$ cat src/rtl/clock_time_counter_if.sv
// clock_time_counter_if: the tick, load, mode and status signals between the
// prescaler/controller (master) and the time-of-day counter core (slave).
// With CLOCK_TIME_ALARM_EN defined, the alarm compare inputs, the arm/ack
// controls and the sticky alarm output are added.
interface clock_time_counter_if #(
    parameter int W = 6
);
    // Controls from the prescaler / host
    logic         tick;
    logic         hold;
    logic         load;
    logic [W-1:0] hour_set;
    logic [W-1:0] minute_set;
    logic [W-1:0] second_set;
    logic         mode_12h;

    // Status towards the display / BCD encoder
    logic [W-1:0] hour;
    logic [W-1:0] minute;
    logic [W-1:0] second;
    logic         pm;
    logic         min_wrap;
    logic         hour_wrap;
    logic         day_wrap;
    logic         load_err;

`ifdef CLOCK_TIME_ALARM_EN
    // Alarm compare time (24-hour) and controls
    logic [W-1:0] alarm_hour;
    logic [W-1:0] alarm_minute;
    logic         alarm_arm;
    logic         alarm_ack;
    logic         alarm;

    modport master (
        output tick, hold, load, hour_set, minute_set, second_set, mode_12h,
        output alarm_hour, alarm_minute, alarm_arm, alarm_ack,
        input  hour, minute, second, pm, min_wrap, hour_wrap, day_wrap, load_err,
        input  alarm
    );

    modport slave (
        input  tick, hold, load, hour_set, minute_set, second_set, mode_12h,
        input  alarm_hour, alarm_minute, alarm_arm, alarm_ack,
        output hour, minute, second, pm, min_wrap, hour_wrap, day_wrap, load_err,
        output alarm
    );
`else
    modport master (
        output tick, hold, load, hour_set, minute_set, second_set, mode_12h,
        input  hour, minute, second, pm, min_wrap, hour_wrap, day_wrap, load_err
    );

    modport slave (
        input  tick, hold, load, hour_set, minute_set, second_set, mode_12h,
        output hour, minute, second, pm, min_wrap, hour_wrap, day_wrap, load_err
    );
`endif
endinterface

$ cat src/rtl/clock_time_counter.sv
// clock_time_counter: parametrised hh:mm:ss time-of-day counter.
// Runs on clk and advances one second per cycle in which tick is high and
// hold is low. A synchronous load has priority over a tick, and each loaded
// field is range-checked on its own (out-of-range fields load as 0 and raise
// a one-cycle load_err). Rollover strobes are registered and coincide with
// the new count. The displayed hour is remapped combinationally for 12-hour
// mode; the internal count is always 24-hour.
// Optional build macro: CLOCK_TIME_ALARM_EN adds a sticky, armable alarm on
// hour:minute:00 reached by an advance.
module clock_time_counter #(
    parameter int W        = 6,
    parameter int SEC_MAX  = 59,
    parameter int MIN_MAX  = 59,
    parameter int HOUR_MAX = 23
) (
    input  logic                 clk,
    input  logic                 rst,
    clock_time_counter_if.slave  ctc
);

    // Terminal values in the field width so all compares are W-bit
    localparam logic [W-1:0] SEC_MAX_W  = W'(SEC_MAX);
    localparam logic [W-1:0] MIN_MAX_W  = W'(MIN_MAX);
    localparam logic [W-1:0] HOUR_MAX_W = W'(HOUR_MAX);
    localparam logic [W-1:0] NOON_W     = W'(12);
    localparam logic [W-1:0] ONE_W      = W'(1);

    // Field index used by the load range checks: 0 = second, 1 = minute, 2 = hour
    localparam int NUM_FIELDS = 3;

    // ------------------------------------------------------------------
    // State
    // ------------------------------------------------------------------
    logic [W-1:0] hour_q,   hour_d;
    logic [W-1:0] minute_q, minute_d;
    logic [W-1:0] second_q, second_d;
    logic         pm_q,        pm_d;
    logic         min_wrap_q,  min_wrap_d;
    logic         hour_wrap_q, hour_wrap_d;
    logic         day_wrap_q,  day_wrap_d;
    logic         load_err_q,  load_err_d;

    // An advance only happens when no load is present in the same cycle
    logic advance;
    assign advance = ctc.tick && !ctc.hold && !ctc.load;

    // ------------------------------------------------------------------
    // Load range checks, one identical slice per field
    // ------------------------------------------------------------------
    logic [W-1:0]          set_val  [NUM_FIELDS];
    logic [W-1:0]          load_val [NUM_FIELDS];
    logic [NUM_FIELDS-1:0] field_bad;

    assign set_val[0] = ctc.second_set;
    assign set_val[1] = ctc.minute_set;
    assign set_val[2] = ctc.hour_set;

    generate
        for (genvar gi = 0; gi < NUM_FIELDS; gi++) begin : g_field_chk
            localparam logic [W-1:0] FIELD_MAX = (gi == 0) ? SEC_MAX_W :
                                                 (gi == 1) ? MIN_MAX_W : HOUR_MAX_W;
            // An out-of-range field is forced to 0 rather than clipped
            assign field_bad[gi] = (set_val[gi] > FIELD_MAX);
            assign load_val[gi]  = field_bad[gi] ? '0 : set_val[gi];
        end
    endgenerate

    // ------------------------------------------------------------------
    // Next-state: load, else cascaded advance, else hold the count
    // ------------------------------------------------------------------
    always_comb begin
        hour_d      = hour_q;
        minute_d    = minute_q;
        second_d    = second_q;
        min_wrap_d  = 1'b0;
        hour_wrap_d = 1'b0;
        day_wrap_d  = 1'b0;
        load_err_d  = 1'b0;

        if (ctc.load) begin
            second_d   = load_val[0];
            minute_d   = load_val[1];
            hour_d     = load_val[2];
            load_err_d = |field_bad;
        end else if (advance) begin
            if (second_q < SEC_MAX_W) begin
                second_d = second_q + ONE_W;
            end else begin
                second_d   = '0;
                min_wrap_d = 1'b1;
                if (minute_q < MIN_MAX_W) begin
                    minute_d = minute_q + ONE_W;
                end else begin
                    minute_d    = '0;
                    hour_wrap_d = 1'b1;
                    if (hour_q < HOUR_MAX_W) begin
                        hour_d = hour_q + ONE_W;
                    end else begin
                        hour_d     = '0;
                        day_wrap_d = 1'b1;
                    end
                end
            end
        end

        // pm tracks the next internal hour so it is registered with the count
        pm_d = (hour_d >= NOON_W);
    end

    // Count and strobe registers, cleared asynchronously
    always_ff @(posedge clk or posedge rst) begin
        if (rst) begin
            hour_q      <= '0;
            minute_q    <= '0;
            second_q    <= '0;
            pm_q        <= 1'b0;
            min_wrap_q  <= 1'b0;
            hour_wrap_q <= 1'b0;
            day_wrap_q  <= 1'b0;
            load_err_q  <= 1'b0;
        end else begin
            hour_q      <= hour_d;
            minute_q    <= minute_d;
            second_q    <= second_d;
            pm_q        <= pm_d;
            min_wrap_q  <= min_wrap_d;
            hour_wrap_q <= hour_wrap_d;
            day_wrap_q  <= day_wrap_d;
            load_err_q  <= load_err_d;
        end
    end

    // ------------------------------------------------------------------
    // Display hour: 24-hour passthrough or 12-hour remap, no added latency
    // ------------------------------------------------------------------
    logic [W-1:0] hour_disp;

    // 0 shows as 12, 13..23 fold down by 12, 1..12 pass through
    always_comb begin
        hour_disp = hour_q;
        if (ctc.mode_12h) begin
            if (hour_q == '0) begin
                hour_disp = NOON_W;
            end else if (hour_q > NOON_W) begin
                hour_disp = hour_q - NOON_W;
            end
        end
    end

    assign ctc.hour      = hour_disp;
    assign ctc.minute    = minute_q;
    assign ctc.second    = second_q;
    assign ctc.pm        = pm_q;
    assign ctc.min_wrap  = min_wrap_q;
    assign ctc.hour_wrap = hour_wrap_q;
    assign ctc.day_wrap  = day_wrap_q;
    assign ctc.load_err  = load_err_q;

`ifdef CLOCK_TIME_ALARM_EN
    // ------------------------------------------------------------------
    // Alarm: sticky flag set when an advance lands on hh:mm:00
    // ------------------------------------------------------------------
    logic alarm_q, alarm_d;
    logic alarm_hit;

    // Compare against the next count so the flag rises with the new time;
    // a load never counts as reaching the alarm time
    assign alarm_hit = advance
                    && (hour_d   == ctc.alarm_hour)
                    && (minute_d == ctc.alarm_minute)
                    && (second_d == '0);

    // Disarm and acknowledge both clear, and win over a same-cycle hit
    always_comb begin
        alarm_d = alarm_q;
        if (!ctc.alarm_arm || ctc.alarm_ack) begin
            alarm_d = 1'b0;
        end else if (alarm_hit) begin
            alarm_d = 1'b1;
        end
    end

    // Alarm flag register
    always_ff @(posedge clk or posedge rst) begin
        if (rst) begin
            alarm_q <= 1'b0;
        end else begin
            alarm_q <= alarm_d;
        end
    end

    assign ctc.alarm = alarm_q;
`endif

endmodule

$ cat src/flat_wrapper.sv
// flat-port wrapper written by rule: the top's interface ports become plain ports
module clock_time_counter_flat 
#(
    parameter int W        = 6,
    parameter int SEC_MAX  = 59,
    parameter int MIN_MAX  = 59,
    parameter int HOUR_MAX = 23
)
  (clk, rst, ctc_tick, ctc_hold, ctc_load, ctc_hour_set, ctc_minute_set, ctc_second_set, ctc_mode_12h, ctc_hour, ctc_minute, ctc_second, ctc_pm, ctc_min_wrap, ctc_hour_wrap, ctc_day_wrap, ctc_load_err);
  clock_time_counter_if #(.W(W)) ctc_i ();
  input  logic clk;
  input  logic rst;
  input wire logic [$bits(ctc_i.tick)-1:0] ctc_tick;
  input wire logic [$bits(ctc_i.hold)-1:0] ctc_hold;
  input wire logic [$bits(ctc_i.load)-1:0] ctc_load;
  input wire logic [$bits(ctc_i.hour_set)-1:0] ctc_hour_set;
  input wire logic [$bits(ctc_i.minute_set)-1:0] ctc_minute_set;
  input wire logic [$bits(ctc_i.second_set)-1:0] ctc_second_set;
  input wire logic [$bits(ctc_i.mode_12h)-1:0] ctc_mode_12h;
  output wire logic [$bits(ctc_i.hour)-1:0] ctc_hour;
  output wire logic [$bits(ctc_i.minute)-1:0] ctc_minute;
  output wire logic [$bits(ctc_i.second)-1:0] ctc_second;
  output wire logic [$bits(ctc_i.pm)-1:0] ctc_pm;
  output wire logic [$bits(ctc_i.min_wrap)-1:0] ctc_min_wrap;
  output wire logic [$bits(ctc_i.hour_wrap)-1:0] ctc_hour_wrap;
  output wire logic [$bits(ctc_i.day_wrap)-1:0] ctc_day_wrap;
  output wire logic [$bits(ctc_i.load_err)-1:0] ctc_load_err;
  assign ctc_i.tick = ctc_tick;
  assign ctc_i.hold = ctc_hold;
  assign ctc_i.load = ctc_load;
  assign ctc_i.hour_set = ctc_hour_set;
  assign ctc_i.minute_set = ctc_minute_set;
  assign ctc_i.second_set = ctc_second_set;
  assign ctc_i.mode_12h = ctc_mode_12h;
  assign ctc_hour = ctc_i.hour;
  assign ctc_minute = ctc_i.minute;
  assign ctc_second = ctc_i.second;
  assign ctc_pm = ctc_i.pm;
  assign ctc_min_wrap = ctc_i.min_wrap;
  assign ctc_hour_wrap = ctc_i.hour_wrap;
  assign ctc_day_wrap = ctc_i.day_wrap;
  assign ctc_load_err = ctc_i.load_err;
  clock_time_counter #(.W(W), .SEC_MAX(SEC_MAX), .MIN_MAX(MIN_MAX), .HOUR_MAX(HOUR_MAX)) u_core (.clk(clk), .rst(rst), .ctc(ctc_i));
endmodule
$ cat config.mk
export PLATFORM = sky130hd
export DESIGN_NAME = clock_time_counter_flat
export DESIGN_NICKNAME = d
export VERILOG_FILES = /design/src/rtl/clock_time_counter_if.sv /design/src/rtl/clock_time_counter.sv /design/src/flat_wrapper.sv
export SDC_FILE = /design/constraint.sdc
export NUM_CORES = 1
export LEC_CHECK = 0
export ABC_CLOCK_PERIOD_IN_PS = 2000
export CORE_MARGIN = 2
export CORE_UTILIZATION = 41
export DETAILED_ROUTE_END_ITERATION = 16
export PLACE_DENSITY = 0.8
export SYNTH_ARGS = -nofsm -noshare
export SYNTH_HDL_FRONTEND = slang
export SYNTH_SLANG_ARGS = --single-unit
$ cat constraint.sdc
create_clock -name clk -period 2 [get_ports clk]
set_clock_uncertainty 0.2 [all_clocks]
set_input_delay 0.6 -clock clk [delete_from_list [all_inputs] [get_ports clk]]
set_output_delay 0.6 -clock clk [all_outputs]
set_load 0.02 [all_outputs]
Word level (Yosys, flattened, before mapping)
Cells that the tools add are included.

Input port bits: 24. Logic and storage cells: 60. Output and inout bits: 23. Register bits after elaboration: 23.

Reductions and logical operators: 8. Add/sub/neg operators: 4. $lt $le $gt $ge: 8. Equality and inequality tests: 1. Multiplexer cells: 31.

Operators by type and width (count): two-way mux 6 bit (18); adder 6 x 1 -> 6 bit (second input constant) (3); two-way mux 1 bit (13); greater-than comparator 6 bit (second input constant) (2); less-than comparator 6 bit (second input constant) (2); greater-or-equal comparator 6 x 4 -> 1 bit (second input constant) (1); greater-than comparator 6 x 4 -> 1 bit (second input constant) (1); greater-than comparator 6 x 5 -> 1 bit (second input constant) (1); logical NOT 6 bit (1); less-than comparator 6 x 5 -> 1 bit (second input constant) (1); subtractor 6 x 4 -> 6 bit (second input constant) (1); OR reduction 3 bit (1); logical AND 1 bit (2); logical NOT 1 bit (2); inequality test 2 bit (second input constant) (1); AND reduction 2 bit (1); nonzero test 2 bit (1).

Depth between registers and ports, before layout
Gate-level depths: netlist of run 1.

Word-level depth: 7. Gate-level depth with buffers: 7. Depth with buffers taken out: 7.

Worst setup path after synthesis of run 1
OpenSTA, ideal clock, no wires.

Path type: reg-to-reg. Start point: register u_core.second_q[1] (netlist: u_core.ctc.second[1]). End point: register u_core.pm_q (netlist: u_core.ctc.pm). Library setup time: 0.124 ns. Buffers on the path: 1. Setup slack: -0.234 ns. Data arrival time: 1.910 ns. Stages on the path, launching flop included: 8. Clock period less this slack: 2.234 ns. Required time: 1.676 ns. Cell sequence: dfrtp_1 > ha_1 > o2111ai_2 > nor4_4 > buf_6 > a21oi_2 > a311o_1 > a211o_1.

Word-level cells in the longest chain between the ends: 5.

RTL lines: from (decl) (line clock_time_counter.sv:36) `logic [W-1:0] second_q, second_d;`; from (signal assigned) (line clock_time_counter.sv:124) `second_q <= second_d;`; less-than comparator 6 bit (line clock_time_counter.sv:86) `if (second_q < SEC_MAX_W) begin`; two-way mux 6 bit (line clock_time_counter.sv:86); two-way mux 6 bit (line clock_time_counter.sv:85) `end else if (advance) begin`; two-way mux 6 bit (line clock_time_counter.sv:80) `if (ctc.load) begin`; via u_core.hour_d[4] (line clock_time_counter.sv:34) `logic [W-1:0] hour_q, hour_d;`; greater-or-equal comparator 6 x 4 -> 1 bit (line clock_time_counter.sv:107) `pm_d = (hour_d >= NOON_W);`; via u_core.pm_d (line clock_time_counter.sv:37) `logic pm_q, pm_d;`; to (signal assigned) (line clock_time_counter.sv:125) `pm_q <= pm_d;`; to (decl) (line clock_time_counter.sv:37).

The timed path passes the listed nets, and every way through them passes these cells. A chain may end at the register's enable or synchronous reset.

Final worst setup path of run 1
Start point: register u_core.hour_q[0]. End point: output port ctc_hour[3].

Word-level cells in the longest chain between the ends: 4. Elaborated cells between the ends (all ways): 6. Those cells by class: add/sub: 1; order compare: 1; mux: 3; reduce/logical: 1.

RTL lines: from (decl) (line clock_time_counter.sv:34); from (signal assigned) (line clock_time_counter.sv:122) `hour_q <= hour_d;`; subtractor 6 x 4 -> 6 bit or greater-than comparator 6 x 4 -> 1 bit (tied branches) (line clock_time_counter.sv:145, clock_time_counter.sv:144); two-way mux 6 bit (line clock_time_counter.sv:144) `end else if (hour_q > NOON_W) begin`; two-way mux 6 bit * (line clock_time_counter.sv:142) `if (hour_q == '0) begin`; two-way mux 6 bit * (line clock_time_counter.sv:141) `if (ctc.mode_12h) begin`; to (decl) (line flat_wrapper.sv:20) `output wire logic [$bits(ctc_i.hour)-1:0] ctc_hour;`.

Every way passes the cells marked *; elsewhere a longest branch is shown, timed or not.

==> out/results.ini, run 1 <==
[outcome]
outcome=finished, violations left
violated_checks=setup timing

[floorplanning]
design.core.area_um2=3360
num_rows=21
design.die.area_um2=4000
initial_core_util=0.428
ioPinCount=47
die_span_x_um=63.2
chip_height_um=63.2

[drt]
detailroute.via_count=1726
ant_nets=0
detail_route.drc_violations=0
routed_length_per_placed_instance_um=15.3
route.final.wire_length_mm=4.93
drt_iter0_markers=79
dr.pass1.iters=4
drt-vias-per-instance=5.38

[flow_run]
cap_viol_max_count=0

[timing]
setup-tns-final_ns=-2.41
timing_worst_slew_pin_value_ns=0.390
layout_min_cycle_time_ns=2.44
grt_setup_unrepaired=yes
hold_violations=0
clock.fmax_mhz=410
relSlewSlack=0.740
fin_worst_hold_slack_ns=0.410
final_min_period_over_clock_period=1.22
setup-violations-final=9
maxSlewViolCount=0
setup_slack_ns=-0.441

[synthesis]
syn-num-nets=197
synth_simple_gate_area_share=0.237
netlist_area_um2=1440
main_combinational_cell_family_by_area_after_synthesis=compound AO/OA/AOI/OAI gates
post_synth_main_area_contributors=sky130_fd_sc_hd__dfrtp_1 (40%), sky130_fd_sc_hd__ha_1 (6.1%), sky130_fd_sc_hd__nand2_1 (5.5%)
synth_largest_area_cell=sky130_fd_sc_hd__dfrtp_1
synth.mux.area_fraction=0
synth-xor-area-share=0.0122
synth_fa_ha_area_frac=0.0609
synth_seq_cells=23
post_synth.cell_area_avg_um2=8.67
yosysSeqAreaShare=0.400
synth.distinct_cells=41
synth_top_area_frac=0.400
synth_compound_area_frac=0.240
synth_cells=166
synthesis.yosys.warnings=0

[global_routing]
grt_usage=0.229
grt_first_pass_wirelength_mm=7.30
first_global_vias=1640
grt_max_degree=24
antenna_found_initial=0
gr-total-overflow=0

[placement]
dpl_cell_area_um2=2370
place.gp.congestion=0.880
dp_hpwl_mm=3.28
io_buffer_count=46

[clocking]
ctsLongestPathBuffers=2
worst_skew_pair.late_latency_ns=0.31
cts.hold.buffers_added=0
htree_num_levels=1
tritoncts=built
tritoncts.num_buffers=3
tritoncts_num_sinks=23
clk_transition_reported_paths_ns=0.13
cts.root.buffer_cell=sky130_fd_sc_hd__clkbuf_4

[pwr]
share_seq_of_total_power=0.393
internal-power_mw=0.971
pwr-share-comb=0.463
p_switching_mw=0.573
pwr-share-clk=0.144
peakVddDrop_mv=0.388
power-per-cell-area_nw_per_um2=575
post-layout-total-power_mw=1.54
power.share.switching=0.371
leakagePower_nw=1.27

[worst_setup_path]
critPathLaunchType=register
timing.reg2reg.setup_slack_ns=-0.20
path_class=reg2out
worst_setup_path_startpoint=u_core.hour_q[0]
ff2ff_path_depth=8
worst-path-max-fanout=4
worst-endpoint-arrival_ns=1.64
worst_r2r_endpoint=u_core.ctc.pm
critPathCapture=ctc_hour[3]
end_kind=primary output
worst_r2r_startpoint=u_core.hour_q[2]
critical_path_required_time_ns=1.20

[layout]
n_fill_cell=228
register_area_um2=584
multiInputGateArea_um2=1040
drive_above_1_share=0.462
areaGrowthSynthToFinish_pct=86.7
layout_cell_area_excl_fill_um2=2690
final_net_count=307
antenna_cells=0

[worst_hold_path]
holdCritPathClass=in2async

==> final cells by class <==
class	instances	area share
multi-input combinational	126	0.388
timing repair buffer	111	0.347
sequential	23	0.218
tap	46	0.0214
inverter	11	0.0154
clock buffer	4	0.00978
==> per-stage QoR <==
step | util | instances | worst slack (ns)
after global routing | 0.799 | 321 | -0.527
after floorplan | - | 166 | -0.0794
after CTS | 0.763 | 316 | -0.444
after global placement | 0.704 | 304 | -0.927
final | 0.799 | 321 | -0.441
after detailed placement | 0.704 | 304 | -0.974
==> layer usage <==
layer,track usage,share of wire,up-vias
met1,0.266,0.38,836
met5,0,0,-
met3,0.0250,0.042,6
li1,-,-,828
met2,0.439,0.56,56
met4,0.0679,0.010,0
==> repair_timing <==
action / 4_1_cts / 5_1_grt
hold endpoints to repair: 0 / 0
endpoints found under the setup margin: 39 / 20
gates resized for setup: 76 / 42
pin swaps: 14 / 18
setup buffers: 9 / 7
==> critical path: stages, from the launching register on <==
cell and delay [ns]:
sky130_fd_sc_hd__dfrtp_1 0.40, sky130_fd_sc_hd__inv_2 0.06, sky130_fd_sc_hd__ha_4 0.16, sky130_fd_sc_hd__nand2b_4 0.13, sky130_fd_sc_hd__a21o_4 0.23, sky130_fd_sc_hd__o21ai_2 0.16
sky130_fd_sc_hd__nand2_2 0.06, sky130_fd_sc_hd__buf_6 0.13
==> worst min-delay path by stage <==
stage | endpoint | cells after the start
finish | u_core.ctc.pm | 3
global route | u_core.ctc.second[5] | 3
CTS | u_core.ctc.minute[2] | 3
detailed placement | u_core.ctc.minute[5] | 1
global placement | u_core.ctc.minute[5] | 1
floorplan | u_core.hour_q[1] | 2
==> cells by family (layout without fill, tap and decap cells) <==
group | after synthesis | count (layout)
AND/OR/NAND/NOR | 66 | 66
AO/OA/AOI/OAI | 51 | 51
flip-flops | 23 | 23
buffers and inverters | 17 | 126
adder cells (fa/ha/maj) | 7 | 7
XOR/XNOR | 2 | 2
==> sequential cells by signal, summed over array words and instances (netlist names) <==
name / flops
u_core.hour_q: 6
u_core.ctc.minute: 6
u_core.ctc.hour_wrap: 1
u_core.ctc.day_wrap: 1
u_core.ctc.min_wrap: 1
u_core.ctc.load_err: 1
u_core.ctc.second: 6
u_core.ctc.pm: 1
==> synthesized netlist by cell type <==
master                      count
sky130_fd_sc_hd__and2_2         1
sky130_fd_sc_hd__and2_1         4
sky130_fd_sc_hd__a32oi_1        3
sky130_fd_sc_hd__a221o_1        1
sky130_fd_sc_hd__a21oi_2        1
sky130_fd_sc_hd__nand2b_1       3
sky130_fd_sc_hd__nand4_1        4
sky130_fd_sc_hd__and2_0         3
sky130_fd_sc_hd__a31oi_1        1
sky130_fd_sc_hd__a22oi_1        2
sky130_fd_sc_hd__o31ai_1        1
sky130_fd_sc_hd__o21ai_0       15
sky130_fd_sc_hd__nor2_1        12
sky130_fd_sc_hd__o2111ai_2      1
sky130_fd_sc_hd__o21a_1         1
sky130_fd_sc_hd__ha_1           7
sky130_fd_sc_hd__o41ai_1        1
sky130_fd_sc_hd__o211ai_1       1
sky130_fd_sc_hd__buf_6          1
sky130_fd_sc_hd__o22ai_1        1
sky130_fd_sc_hd__a21o_1         2
sky130_fd_sc_hd__a221oi_1       3
sky130_fd_sc_hd__and3_1         4
sky130_fd_sc_hd__dfrtp_1       23
sky130_fd_sc_hd__nor3_1         3
sky130_fd_sc_hd__and3_2         1
sky130_fd_sc_hd__o2bb2ai_1      1
sky130_fd_sc_hd__nand2_1       21
sky130_fd_sc_hd__a21oi_1       11
sky130_fd_sc_hd__a211o_1        1
sky130_fd_sc_hd__nor4b_1        2
sky130_fd_sc_hd__clkbuf_1       5
sky130_fd_sc_hd__inv_1         11
sky130_fd_sc_hd__nand3_1        6
sky130_fd_sc_hd__nor4_4         1
sky130_fd_sc_hd__a311o_1        1
sky130_fd_sc_hd__nor2b_1        1
sky130_fd_sc_hd__xnor2_1        2
sky130_fd_sc_hd__o22a_1         1
sky130_fd_sc_hd__o2111ai_1      1
sky130_fd_sc_hd__a222oi_1       1
==> cells in the final DEF, fill, tap and decap left out, types with 3 or more instances in the layout <==
cell | netlist | routed
sky130_fd_sc_hd__clkbuf_2 | 0 | 5
sky130_fd_sc_hd__o21ai_0 | 15 | 12
sky130_fd_sc_hd__nand3_1 | 6 | 5
sky130_fd_sc_hd__dfrtp_1 | 23 | 16
sky130_fd_sc_hd__buf_6 | 1 | 11
sky130_fd_sc_hd__inv_1 | 11 | 6
sky130_fd_sc_hd__a32oi_1 | 3 | 3
sky130_fd_sc_hd__and3_1 | 4 | 4
sky130_fd_sc_hd__nand4_1 | 4 | 4
sky130_fd_sc_hd__clkbuf_4 | 0 | 3
sky130_fd_sc_hd__nand2_1 | 21 | 17
sky130_fd_sc_hd__dlygate4sd2_1 | 0 | 13
sky130_fd_sc_hd__nor3_1 | 3 | 3
sky130_fd_sc_hd__dfrtp_2 | 0 | 7
sky130_fd_sc_hd__and2_0 | 3 | 3
sky130_fd_sc_hd__ha_4 | 0 | 7
sky130_fd_sc_hd__clkdlybuf4s50_1 | 0 | 19
sky130_fd_sc_hd__buf_4 | 0 | 60
sky130_fd_sc_hd__a21oi_1 | 11 | 9
sky130_fd_sc_hd__nor2_1 | 12 | 11
sky130_fd_sc_hd__inv_2 | 0 | 5
sky130_fd_sc_hd__nand2_2 | 0 | 4
==> power by group through the flow <==
stage          sequential [mW]  combinational (mW)  clock, mW
2_1_floorplan            0.669               0.209          0
3_3_place_gp             0.590               0.641          0
3_5_place_dp             0.594               0.657          0
4_1_cts                  0.600               0.678      0.227
5_1_grt                  0.614               0.770      0.261
6_report                 0.606               0.715      0.223
(Power assumes the default switching activity.)
==> inputs of run 2 (changes only) <==
Settings changed: CAP_MARGIN set to 20, CORE_MARGIN 2 to 3.
==> out/results.ini, run 2 (synthesized netlist as in run 1, its figures left out) <==
[outcome]
outcome=finished, violations left
violated_checks=setup timing

[floorplanning]
chip_height_um=65.2
ioPinCount=47
die_span_x_um=65.2
design.core.area_um2=3200
design.die.area_um2=4260
initial_core_util=0.449
num_rows=20

[layout]
drive_above_1_share=0.434
layout.cells.non_filler=318
n_fill_cell=203
mostFrequentLayoutCell=sky130_fd_sc_hd__buf_4
layout_cell_area_excl_fill_um2=2650
layout.cells.most_common_list=sky130_fd_sc_hd__buf_4 (59), sky130_fd_sc_hd__clkdlybuf4s50_1 (19), sky130_fd_sc_hd__dfrtp_1 (18)
areaGrowthSynthToFinish_pct=84.0
antenna_cells=0
final_net_count=306
layout.core_utilization=0.827

[clocking]
tritoncts_num_sinks=23
ctsLongestPathBuffers=2
clk_transition_reported_paths_ns=0.14
htree_num_levels=1
cts.hold.buffers_added=0
tritoncts.num_buffers=3
cts.root.buffer_cell=sky130_fd_sc_hd__clkbuf_4
tritoncts=built
worst_skew_pair.late_latency_ns=0.31

[drt]
drt_iter0_markers=143
routed-wl-met3_um=427
dr.pass1.iters=5
detailroute.via_count=1884
routed_length_per_placed_instance_um=18.3
drt-vias-per-instance=5.92
route.final.wire_length_mm=5.83
met2_length_mm=2.91
route.top_layer_used=met4
ant_nets=0
detail_route.drc_violations=0
met1_length_mm=2.23

[placement]
dp_hpwl_mm=3.45
io_buffer_count=46
place.gp.congestion=0.886
dpl_cell_area_um2=2360
dp_cells=301

[pwr]
power.share.switching=0.378
internal-power_mw=0.972
share_seq_of_total_power=0.380
p_switching_mw=0.590
pwr-share-comb=0.478
power-per-cell-area_nw_per_um2=590
peakVddDrop_mv=0.370
leakagePower_nw=1.29
pwr-share-clk=0.143
post-layout-total-power_mw=1.56

[global_routing]
antenna_found_initial=0
grt_usage=0.241
first_global_vias=1802
gr-total-overflow=0
grt_first_pass_wirelength_mm=8.07
grt_max_degree=24

[timing]
layout_min_cycle_time_ns=2.52
timing_worst_slew_pin_value_ns=0.435
setup-violations-final=10
maxSlewViolCount=0
relSlewSlack=0.710
final_min_period_over_clock_period=1.26
setup_slack_ns=-0.518
grt_setup_unrepaired=yes
clock.fmax_mhz=397
hold_violations=0
setup-tns-final_ns=-3.43

[worst_setup_path]
path_class=reg2out
worst_r2r_endpoint=u_core.ctc.pm
critPathLaunchType=register
critPathCapture=ctc_hour[2]
critical_path_required_time_ns=1.20
end_kind=primary output
worst-path-max-fanout=4
ff2ff_path_depth=8
worst-endpoint-arrival_ns=1.72
timing.reg2reg.setup_slack_ns=-0.39
worst_setup_path_startpoint=u_core.hour_q[1]
worst_r2r_startpoint=u_core.hour_q[2]

[flow_run]
cap_viol_max_count=0

[worst_hold_path]
holdCritPathClass=in2async

run 2: cell types whose count changed in the layout (fill, tap and decap cells not counted), moves of 2 or more:
cell,delta
sky130_fd_sc_hd__inv_2,-2
sky130_fd_sc_hd__nand2_1,-2
sky130_fd_sc_hd__dfrtp_1,+2
sky130_fd_sc_hd__clkdlybuf4s15_1,+2
sky130_fd_sc_hd__ha_4,-2
sky130_fd_sc_hd__dfrtp_2,-2
run 2: layout make-up:
| cell class | instances | area [um2] | share of cell area |
|---|---|---|---|
| well taps | 44 | 55.1 | 0.0208 |
| clock buffers | 4 | 26.3 | 0.00992 |
| repair buffers | 110 | 932 | 0.352 |
| flip-flops and latches | 23 | 582 | 0.220 |
| multi-input cells | 126 | 1010 | 0.381 |
| inverters | 11 | 43.8 | 0.0165 |
run 2: critical path: stages (launching register included):
cell	delay (ns)
sky130_fd_sc_hd__dfrtp_1	0.41
sky130_fd_sc_hd__inv_2	0.07
sky130_fd_sc_hd__ha_4	0.16
sky130_fd_sc_hd__nand2b_4	0.13
sky130_fd_sc_hd__a21o_4	0.24
sky130_fd_sc_hd__xnor2_2	0.20
sky130_fd_sc_hd__nand2_2	0.07
sky130_fd_sc_hd__buf_6	0.13
run 2: what timing repair did:
item	CTS	global route
buffers inserted	8	6
gates resized for setup	84	26
pin swaps	17	10
endpoints found under the setup margin	39	19
run 2: how the worst min path moves through the flow:
stage          slack, ns                   end  cells past startpoint
2_1_floorplan       0.32      u_core.hour_q[1]                      2
3_3_place_gp        0.35  u_core.ctc.second[4]                      2
4_1_cts             0.38  u_core.ctc.second[4]                      2
5_1_grt             0.46  u_core.ctc.second[4]                      2
6_report            0.42  u_core.ctc.minute[3]                      3
3_5_place_dp        0.36  u_core.ctc.minute[5]                      1
run 2: routing by layer:
layer,vias up,GRT usage
met4,0,0.0570
li1,829,-
met2,121,0.442
met3,30,0.0393
met1,904,0.292
met5,-,0
run 2: power by group through the flow:
stage | Sequential (mW) | Combinational (mW) | Clock, mW
finish | 0.593 | 0.746 | 0.223
global route | 0.600 | 0.794 | 0.236
CTS | 0.588 | 0.681 | 0.214
detailed placement | 0.591 | 0.663 | 0
global placement | 0.589 | 0.639 | 0
floorplan | 0.669 | 0.209 | 0
run 2: stage by stage:
| stage | setup WS, ns | hold WS (ns) |
|---|---|---|
| 3_3_place_gp | -0.923 | 0.349 |
| 2_1_floorplan | -0.0794 | 0.317 |
| 5_1_grt | -0.558 | 0.456 |
| 3_5_place_dp | -0.984 | 0.359 |
| 6_report | -0.518 | 0.416 |
| 4_1_cts | -0.467 | 0.384 |
==> inputs of run 3 (changes only) <==
Settings changed: MAX_ROUTING_LAYER set to met4, SLEW_MARGIN set to 20.
==> out/results.ini, run 3 (synthesized netlist as in run 1, its figures left out) <==
[worst_hold_path]
holdCritPathClass=in2async

[timing]
relSlewSlack=0.739
timing_worst_slew_pin_value_ns=0.391
fin_worst_hold_slack_ns=0.403
clock.fmax_mhz=403
setup-violations-final=13
setup_slack_ns=-0.481
hold_violations=0
layout_min_cycle_time_ns=2.48
grt_setup_unrepaired=yes
maxSlewViolCount=0
final_min_period_over_clock_period=1.24

[worst_setup_path]
path_class=reg2out
worst_r2r_startpoint=u_core.hour_q[0]
worst-endpoint-arrival_ns=1.68
timing.reg2reg.setup_slack_ns=-0.39
critical_path_required_time_ns=1.20
worst_setup_path_startpoint=u_core.hour_q[0]
critPathLaunchType=register
end_kind=primary output
worst-path-max-fanout=4

[global_routing]
gr-total-overflow=0
grt_first_pass_wirelength_mm=9.84
grt_usage=0.307
antenna_found_initial=0
grt_max_degree=24
first_global_vias=1999

[layout]
multiInputGateArea_um2=1050
antenna_cells=0
register_area_um2=582
final_net_count=307
areaGrowthSynthToFinish_pct=87.7
drive_above_1_share=0.455
mostFrequentLayoutCell=sky130_fd_sc_hd__buf_4
layout.core_utilization=0.843
n_fill_cell=180
layout.cells.most_common_list=sky130_fd_sc_hd__buf_4 (55), sky130_fd_sc_hd__clkdlybuf4s50_1 (21), sky130_fd_sc_hd__dfrtp_1 (18)

[placement]
dp_worst_setup_slack_ns=-0.983
io_buffer_count=46
place.gp.congestion=0.911
dp_hpwl_mm=3.73

[drt]
drt_iter0_markers=237
drt-vias-per-instance=6.12
route.final.wire_length_mm=6.72
dr.pass1.iters=5
detail_route.drc_violations=0
routed_length_per_placed_instance_um=21.1
ant_nets=0
detailroute.via_count=1951

[pwr]
internal-power_mw=0.983
pwr-share-comb=0.479
peakVddDrop_mv=0.353
leakagePower_nw=1.26
power-per-cell-area_nw_per_um2=599
share_seq_of_total_power=0.373
p_switching_mw=0.634
power.share.switching=0.392
pwr-share-clk=0.147
post-layout-total-power_mw=1.62

[clocking]
tritoncts_num_sinks=23
tritoncts=built
cts.hold.buffers_added=0
clk_transition_reported_paths_ns=0.15
tritoncts.num_buffers=3
htree_num_levels=1
ctsLongestPathBuffers=2
worst_skew_pair.late_latency_ns=0.32
cts.root.buffer_cell=sky130_fd_sc_hd__clkbuf_4

[floorplanning]
num_rows=20
design.core.area_um2=3200
die_span_x_um=65.2
design.die.area_um2=4260
initial_core_util=0.449
chip_height_um=65.2
ioPinCount=47

[outcome]
violated_checks=setup timing
outcome=finished, violations left

[flow_run]
cap_viol_max_count=0

run 3: metal layers:
metal	part of all wire	routed length, um	up-vias	global-route usage
met5	0	0	-	-
li1	-	-	824	-
met1	0.37	2480	937	0.341
met4	0.055	367	0	0.130
met3	0.077	516	48	0.0513
met2	0.50	3350	142	0.544
run 3: repair_timing:
action	in CTS	in global routing
buffers inserted	15	4
pin swaps	19	11
resized for setup	100	19
endpoints found under the setup margin	36	21
run 3: worst max-delay path, cell delays in order, from the launching register on:
cell	delay (ns)
sky130_fd_sc_hd__dfrtp_1	0.40
sky130_fd_sc_hd__inv_2	0.07
sky130_fd_sc_hd__ha_4	0.17
sky130_fd_sc_hd__nand2b_4	0.14
sky130_fd_sc_hd__a21o_4	0.23
sky130_fd_sc_hd__o21ai_2	0.15
sky130_fd_sc_hd__nand2_2	0.08
sky130_fd_sc_hd__buf_6	0.13
run 3: through the flow:
stage          setup TNS (ns)  cells  cell area, um2
5_1_grt                 -4.42    319            2700
4_1_cts                 -2.35    315            2640
3_5_place_dp           -13.47    300            2350
2_1_floorplan         -0.0806    166            1490
3_3_place_gp           -12.23    300            2350
6_report                -3.38    319            2700
run 3: path summary, 6_finish.rpt:
kind | end | cells after the start
setup reg to reg | u_core.ctc.pm | 9
hold / removal | u_core.ctc.minute[3] | 3
max in group asynchronous | u_core.hour_q[2] | 3
setup / recovery | ctc_hour[3] | 7
min in group clk | u_core.ctc.second[4] | 2
hold reg to reg | u_core.ctc.second[4] | 2
run 3: power groups by stage:
stage	clock (mW)	sequential [mW]	combinational, mW
global route	0.251	0.609	0.822
CTS	0.224	0.594	0.715
floorplan	0	0.669	0.209
detailed placement	0	0.592	0.667
finish	0.238	0.604	0.775
global placement	0	0.589	0.638
run 3: final cells by class:
cell class              instances  area share
multi-input cells             126       0.387
well taps                      44      0.0204
clock buffers                   4     0.00973
repair buffers                111       0.351
flip-flops and latches         23       0.215
inverters                      11      0.0162
